## src/rtl/sort8_stream.sv

```systemverilog
// Streaming 8-entry sorter: accepts eight values by in-place insertion, then
// streams them out in ascending order, each tagged with its arrival index.
module sort8_stream #(
   parameter int unsigned WIDTH = 8,
   parameter int unsigned IDXW  = 3
) (
   input  logic             clk,
   input  logic             rst_n,
   input  logic             clear,
   input  logic             in_valid,
   output logic             in_ready,
   input  logic [WIDTH-1:0] in_data,
   output logic             out_valid,
   input  logic             out_ready,
   output logic [WIDTH-1:0] out_data,
   output logic [IDXW-1:0]  out_idx,
   output logic             out_last,
   output logic             busy
);

   localparam int unsigned N  = 8;
   localparam int unsigned CW = 4;

   typedef enum logic {FILL = 1'b0, DRAIN = 1'b1} state_t;

   state_t           state_q, state_d;
   logic [CW-1:0]    count_q, count_d;
   logic [IDXW-1:0]  rp_q, rp_d;
   logic [WIDTH-1:0] val_q [N];
   logic [WIDTH-1:0] val_d [N];
   logic [IDXW-1:0]  idx_q [N];
   logic [IDXW-1:0]  idx_d [N];
   logic [N-1:0]     le;
   logic [N-1:0]     le_prev;

   // Occupied entries at or below the incoming value; contiguous prefix since the array is sorted.
   always_comb begin
      for (int i = 0; i < N; i++) begin
         le[i] = (CW'(i) < count_q) && (val_q[i] <= in_data);
      end
      le_prev = {le[N-2:0], 1'b1};
   end

   always_comb begin
      state_d   = state_q;
      count_d   = count_q;
      rp_d      = rp_q;
      val_d     = val_q;
      idx_d     = idx_q;
      in_ready  = 1'b0;
      out_valid = 1'b0;
      out_data  = '0;
      out_idx   = '0;
      out_last  = 1'b0;

      case (state_q)
         FILL: begin
            in_ready = 1'b1;
            if (in_valid) begin
               // Slot p is the first position not <= in_data; everything above p moves up one.
               for (int i = 0; i < N; i++) begin
                  if (!le[i] && le_prev[i]) begin
                     val_d[i] = in_data;
                     idx_d[i] = IDXW'(count_q);
                  end
               end
               for (int i = 1; i < N; i++) begin
                  if (!le[i] && !le_prev[i]) begin
                     val_d[i] = val_q[i-1];
                     idx_d[i] = idx_q[i-1];
                  end
               end
               count_d = count_q + CW'(1);
               if (count_q == CW'(N-1)) begin
                  state_d = DRAIN;
                  rp_d    = '0;
               end
            end
         end
         DRAIN: begin
            out_valid = 1'b1;
            out_data  = val_q[rp_q];
            out_idx   = idx_q[rp_q];
            out_last  = (rp_q == IDXW'(N-1));
            if (out_ready) begin
               rp_d = rp_q + IDXW'(1);
               if (rp_q == IDXW'(N-1)) begin
                  state_d = FILL;
                  count_d = '0;
                  rp_d    = '0;
               end
            end
         end
         default: state_d = FILL;
      endcase

      // Abort overrides any accept or output transfer in the same cycle.
      if (clear) begin
         state_d = FILL;
         count_d = '0;
         rp_d    = '0;
      end
   end

   always_ff @(posedge clk or negedge rst_n) begin
      if (!rst_n) begin
         state_q <= FILL;
         count_q <= '0;
         rp_q    <= '0;
         for (int i = 0; i < N; i++) begin
            val_q[i] <= '0;
            idx_q[i] <= '0;
         end
      end else begin
         state_q <= state_d;
         count_q <= count_d;
         rp_q    <= rp_d;
         val_q   <= val_d;
         idx_q   <= idx_d;
      end
   end

   assign busy = (count_q != '0) || (state_q == DRAIN);

endmodule

```

## config.mk

```make
export PLATFORM = sky130hd
export DESIGN_NAME = sort8_stream
export DESIGN_NICKNAME = d
export VERILOG_FILES = /design/src/rtl/sort8_stream.sv
export SDC_FILE = /design/constraint.sdc
export NUM_CORES = 1
export LEC_CHECK = 0
export ABC_AREA = 1
export BUFFER_PORTS_ARGS = -buffer_cell sky130_fd_sc_hd__buf_2
export CAP_MARGIN = 20
export CORE_ASPECT_RATIO = 1.25
export CORE_UTILIZATION = 40
export CTS_CLUSTER_DIAMETER = 120
export DETAILED_ROUTE_END_ITERATION = 10
export PLACE_DENSITY = 0.6
export REMOVE_ABC_BUFFERS = 1
export SYNTH_ARGS = -nofsm -noshare
export SYNTH_HDL_FRONTEND = slang
export SYNTH_SLANG_ARGS = --single-unit
```

## constraint.sdc

```tcl
create_clock -name clk -period 1.9 [get_ports clk]
set_input_delay 0.57 -clock clk [delete_from_list [all_inputs] [get_ports clk]]
set_output_delay 0.57 -clock clk [all_outputs]
set_load 0.005 [all_outputs]
```

# == Word-level counts from Yosys, hierarchy flattened ==
# Index checks and enable logic that the tools add are counted.
# totals
ff_bits,96
in_bits,13
output_inout_bits,15
word_cells,152
# classes
n_addsub,2
order_cmp,17
n_eq_ne,6
muxes,56
bitwise,3
n_reduce_logical,49
# op_table
cell,count
$mux W8,17
$mux W3,22
$le A8 B8 Y1,8
$reduce_and A3 Y1,10
$bmux W8 S3,1
$logic_and A1 B1 Y1,22
$lt A3 B4 Y1 const A,4
$mux W4,4
$reduce_bool A2 Y1,7
$bmux W3 S3,1
$ne A3 B3 Y1 const B,3
$logic_not A1 Y1,8
$lt A1 B4 Y1 const A,2
$lt A2 B4 Y1 const A,2
$mux W1,8
$pmux W4 S2,1
$pmux W3 S2,1
$add A4 B1 Y4 const B,1
$eq A4 B3 Y1 const B,1
$ge A4 B4 Y1 const B,1
$not A3 Y4,1
$reduce_bool A4 Y1,1
$add A3 B1 Y3 const B,1
$eq A3 B3 Y1 const B,1
4 further kinds,5

# == Logic depth before layout (Yosys ltp) ==
# logic_depth
depth_word,6
mapped_depth,16
mapped_depth_nobuf,15

# == Worst setup path before layout ==
# No wires, ideal clock.
# synth_timing
kind,in2reg
from,in in_data[7]
to,reg idx_q[16] (netlist bit)
setup_time_ns,0.116
arrival_time_ns,2.094
required_ns,1.784
setup_slack_ns,-0.311
cell_stages,12
path_buffers,1
cell_sequence,clkinv_1 -> ha_1 -> a21o_1 -> nor2_1 -> nand2_1 -> nand2_1 -> nand2_2 -> nand2_1 -> buf_2 -> nand2_1 -> nand2_1 -> nand2_1
# synth_between
elab_chain_cells,6
word_cells_on_any_way,11
cone_classes,order compare: 2; mux: 1; reduce/logical: 8
# synth_lines
element,line_no,text
start: declaration,12,"input logic [WIDTH-1:0] in_data,"
$le A8 B8 Y1,39,le[i] = (CW'(i) < count_q) && (val_q[i] <= in_data);
$logic_and A1 B1 Y1,39,
"$logic_not A1 Y1, on equally long branches","62, 68",
"$logic_and A1 B1 Y1, on equally long branches","62, 68",
$reduce_bool A2 Y1 (no source line),-,
$reduce_and A3 Y1 (no source line),-,
end signal: assignment,119,idx_q <= idx_d;
end: declaration,31,logic [IDXW-1:0] idx_q [N];
# Several ways; a longest one is shown, not always the timed one.
# A chain may end at the register's enable or synchronous reset.

# == Worst setup path in the final report ==
# layout_timing
from,reg rp_q[0]
to,out out_data[3]
# layout_between
elab_chain_cells,5
# layout_lines
element,line_no,text
start: declaration,28,"logic [IDXW-1:0] rp_q, rp_d;"
start signal: assignment,117,rp_q <= rp_d;
$not A3 Y4 (not written as such),82,out_data = val_q[rp_q];
$bmux W8 S3,82,
$mux W8 (not written as such) (2 in series),82,
$mux W8,56,case (state_q)
end: declaration,15,"output logic [WIDTH-1:0] out_data,"
# Every way passes these cells. The select of a mux whose other input is x is not followed.

==> results.yml <==
global_route:
  antenna_found_initial: 0
  grt-ovfl-total: 0
  grt_pass1_vias: 8069
  grt_pass1_wl_um: 43800
  track_usage_pct: 31.1
  grt_max_degree: 44
floorplan:
  pin_count: 28
  dieArea_sq_um: 18800
  die_w_um: 123
  row_count: 54
  core_sq_um: 17600
  die_h_um: 153
  start_util_pct: 41.3
clock_tree:
  cts_root_buf: "clkbuf_16"
  htreeDepth: 3
  clk_pin_slew_ps: 70
  clk_latency_ps: 360
  cts_buffers: 9
  cts_tree: "yes"
  clock-sinks: 96
  cts_hold_buf: 0
  clockBufferDepth: 2
final_layout:
  areaGrowthSynthToFinish_pct: 62.8
  drive_gt1_share_pct: 43.9
  design_area_sq_um: 11900
  nets: 1333
  fillers: 1304
  diodes: 0
worst_setup_path:
  crit_required_ps: 1330
  rrSetupSlack_ps: -180
  startpoint_type: "flop"
  cp-end-kind: "output pin"
  timing.setup.critical_path_class: "flop to output pin"
  r2r-start: "val_q[22]"
  ff2ff_path_depth: 12
  worst-path-max-fanout: 6
  arrival_ps: 1930
  r2r_end: "val_q[12]"
yosys:
  synth_area_sq_um: 7280
  syn-instance-count: 1100
  synth_common_cells: "nand2_1 (411), nor2_1 (146), a21oi_1 (98)"
  synthArstFlopShare_pct: 100
  synth_flop_cell: "dfrtp_1"
  yosysSeqAreaShare_pct: 33.0
  synth_cell_types: 26
  ys_seq_elements: 96
  synth_warnings: 0
  yosys.area.top_type_share_pct: 33.0
  synth.most_common_cell: "nand2_1"
  synth.area.top_cells: "dfrtp_1 (33%), nand2_1 (21%), ha_1 (12%)"
  avgSynthCellArea_sq_um: 6.62
  synth_edf_count: 0
  synth_top_cell_by_area: "dfrtp_1"
sta:
  period_share_pct: 132
  grt_setup_unrepaired: "true"
  finalSetupViolCount: 61
  finClkSkew_ps: 6.93
  final_hold_viol_count: 0
  worstMarginPinSlew_ps: 495
  timing.fmax_mhz: 400
  period_needed_ps: 2500
  fin_ws_ps: -601
  final_max_slew_viol_count: 0
  relSlewSlack_pct: 66.8
route:
  detail-route-antenna-nets: 0
  drcViolationCount: 0
  routedWlPerCell_um: 21.1
  drt-pass1-iter-count: 5
  routed_wl_um: 31200
  vias: 8571
  avgViaCountPerCell: 5.79
  drtIter0Drc: 680
status:
  status: "finished with violations"
  violations: "setup timing"
place:
  placed_area_sq_um: 8490
  io_buffers: 27
  hpwl_um: 17200
  place.gp.congestion: 0.909
hold_path:
  hold_path.class: "input port to async pin"
job:
  maxCapViolations: 0
power_and_ir_drop:
  p_leak_nw: 5.46
  power_density_nw_per_um2: 1440
  power_mw: 17.1
  ir_worst_vdd_uv: 1180
==> stage by stage <==
stage / setup slack [ps] / hold slack [ps] / setup TNS, ps / utilization [%] / cells
after floorplan: -629 / 274 / -53240 / - / 1043
after global placement: -496 / 458 / -40040 / 48.1 / 1407
after detailed placement: -517 / 457 / -41660 / 48.1 / 1407
after CTS: -517 / 78.1 / -5720 / 56.9 / 1461
after global routing: -659 / 79.5 / -14460 / 67.3 / 1480
final: -601 / 70.1 / -8730 / 67.3 / 1480
==> how the worst max path moves through the flow <==
stage                       end        from  slack (ps)  cells after the start
CTS                 out_data[7]     rp_q[0]        -520                      8
detailed placement     val_q[9]  in_data[5]        -520                     15
floorplan              idx_q[0]  in_data[7]        -630                     12
finish              out_data[3]     rp_q[0]        -600                      8
global placement       val_q[9]  in_data[5]        -500                     15
global route        out_data[1]     rp_q[0]        -660                      8
==> placed cells by master, fill, tap and decap left out, types with 27 or more instances in the layout <==
cell type / Yosys / final
o21ai_1: 17 / 33
nand2_2: 9 / 68
nand2_4: 0 / 29
a21oi_2: 0 / 40
inv_1: 54 / 41
nor2_4: 1 / 44
nor2_1: 146 / 84
buf_4: 8 / 84
ha_4: 0 / 42
buf_6: 6 / 32
nand2_1: 411 / 315
o21ai_0: 67 / 29
dfrtp_1: 96 / 87
ha_1: 69 / 27
a21oi_1: 98 / 39
==> critical path, cell delays in order (launching register included) <==
cell and delay (ps):
dfrtp_1 420, inv_4 130, buf_16 130, buf_8 130, o21ai_0 90, o21ai_1 190, o21ai_1 120, a31oi_1 200
buf_2 140
==> where the power goes <==
part           leakage, nW  total [mW]  internal (mW)  switching (mW)
registers             1.22        4.18           2.97            1.22
clock network        0.156        2.03           1.15           0.874
logic                 4.08        10.9           4.81            6.11
total                 5.46        17.1           8.93            8.20
==> metal layers <==
metal / track usage [%] / up-vias / routed length, um
met3: 5.11 / 169 / 1970
met5: 0 / - / 0
met2: 53.3 / 413 / 15700
li1: - / 3875 / -
met1: 35.7 / 4114 / 11200
met4: 18.8 / 0 / 2380
==> registers in the layout, indices dropped and copies added, names as in the netlist <==
register,count
count_q,4
idx_q,24
rp_q,3
state_q,1
val_q,64
==> final cells by class <==
| class | instances | area [sq um] | share of cell area [%] |
|---|---|---|---|
| clock inverter | 6 | 83.8 | 0.707 |
| timing repair buffer | 197 | 2340 | 19.7 |
| sequential | 96 | 2410 | 20.4 |
| multi-input combinational | 880 | 6200 | 52.3 |
| inverter | 67 | 317 | 2.67 |
| clock buffer | 10 | 229 | 1.93 |
| tap | 224 | 280 | 2.36 |
==> cell families after synthesis <==
family                   synth area share (%)
AND/OR/NAND/NOR                          32.5
AO/OA/AOI/OAI                            14.7
buffers and inverters                    7.90
flip-flops                               33.0
adder cells (fa/ha/maj)                  11.9
XOR/XNOR                                0.120
==> repair_timing <==
item,in CTS,in global routing
endpoints found under the hold margin,0,0
setup buffers,25,17
pin swaps,58,182
cloned,16,6
setup endpoints to repair,101,101
resized for setup,176,398
(Power assumes the default switching activity.)
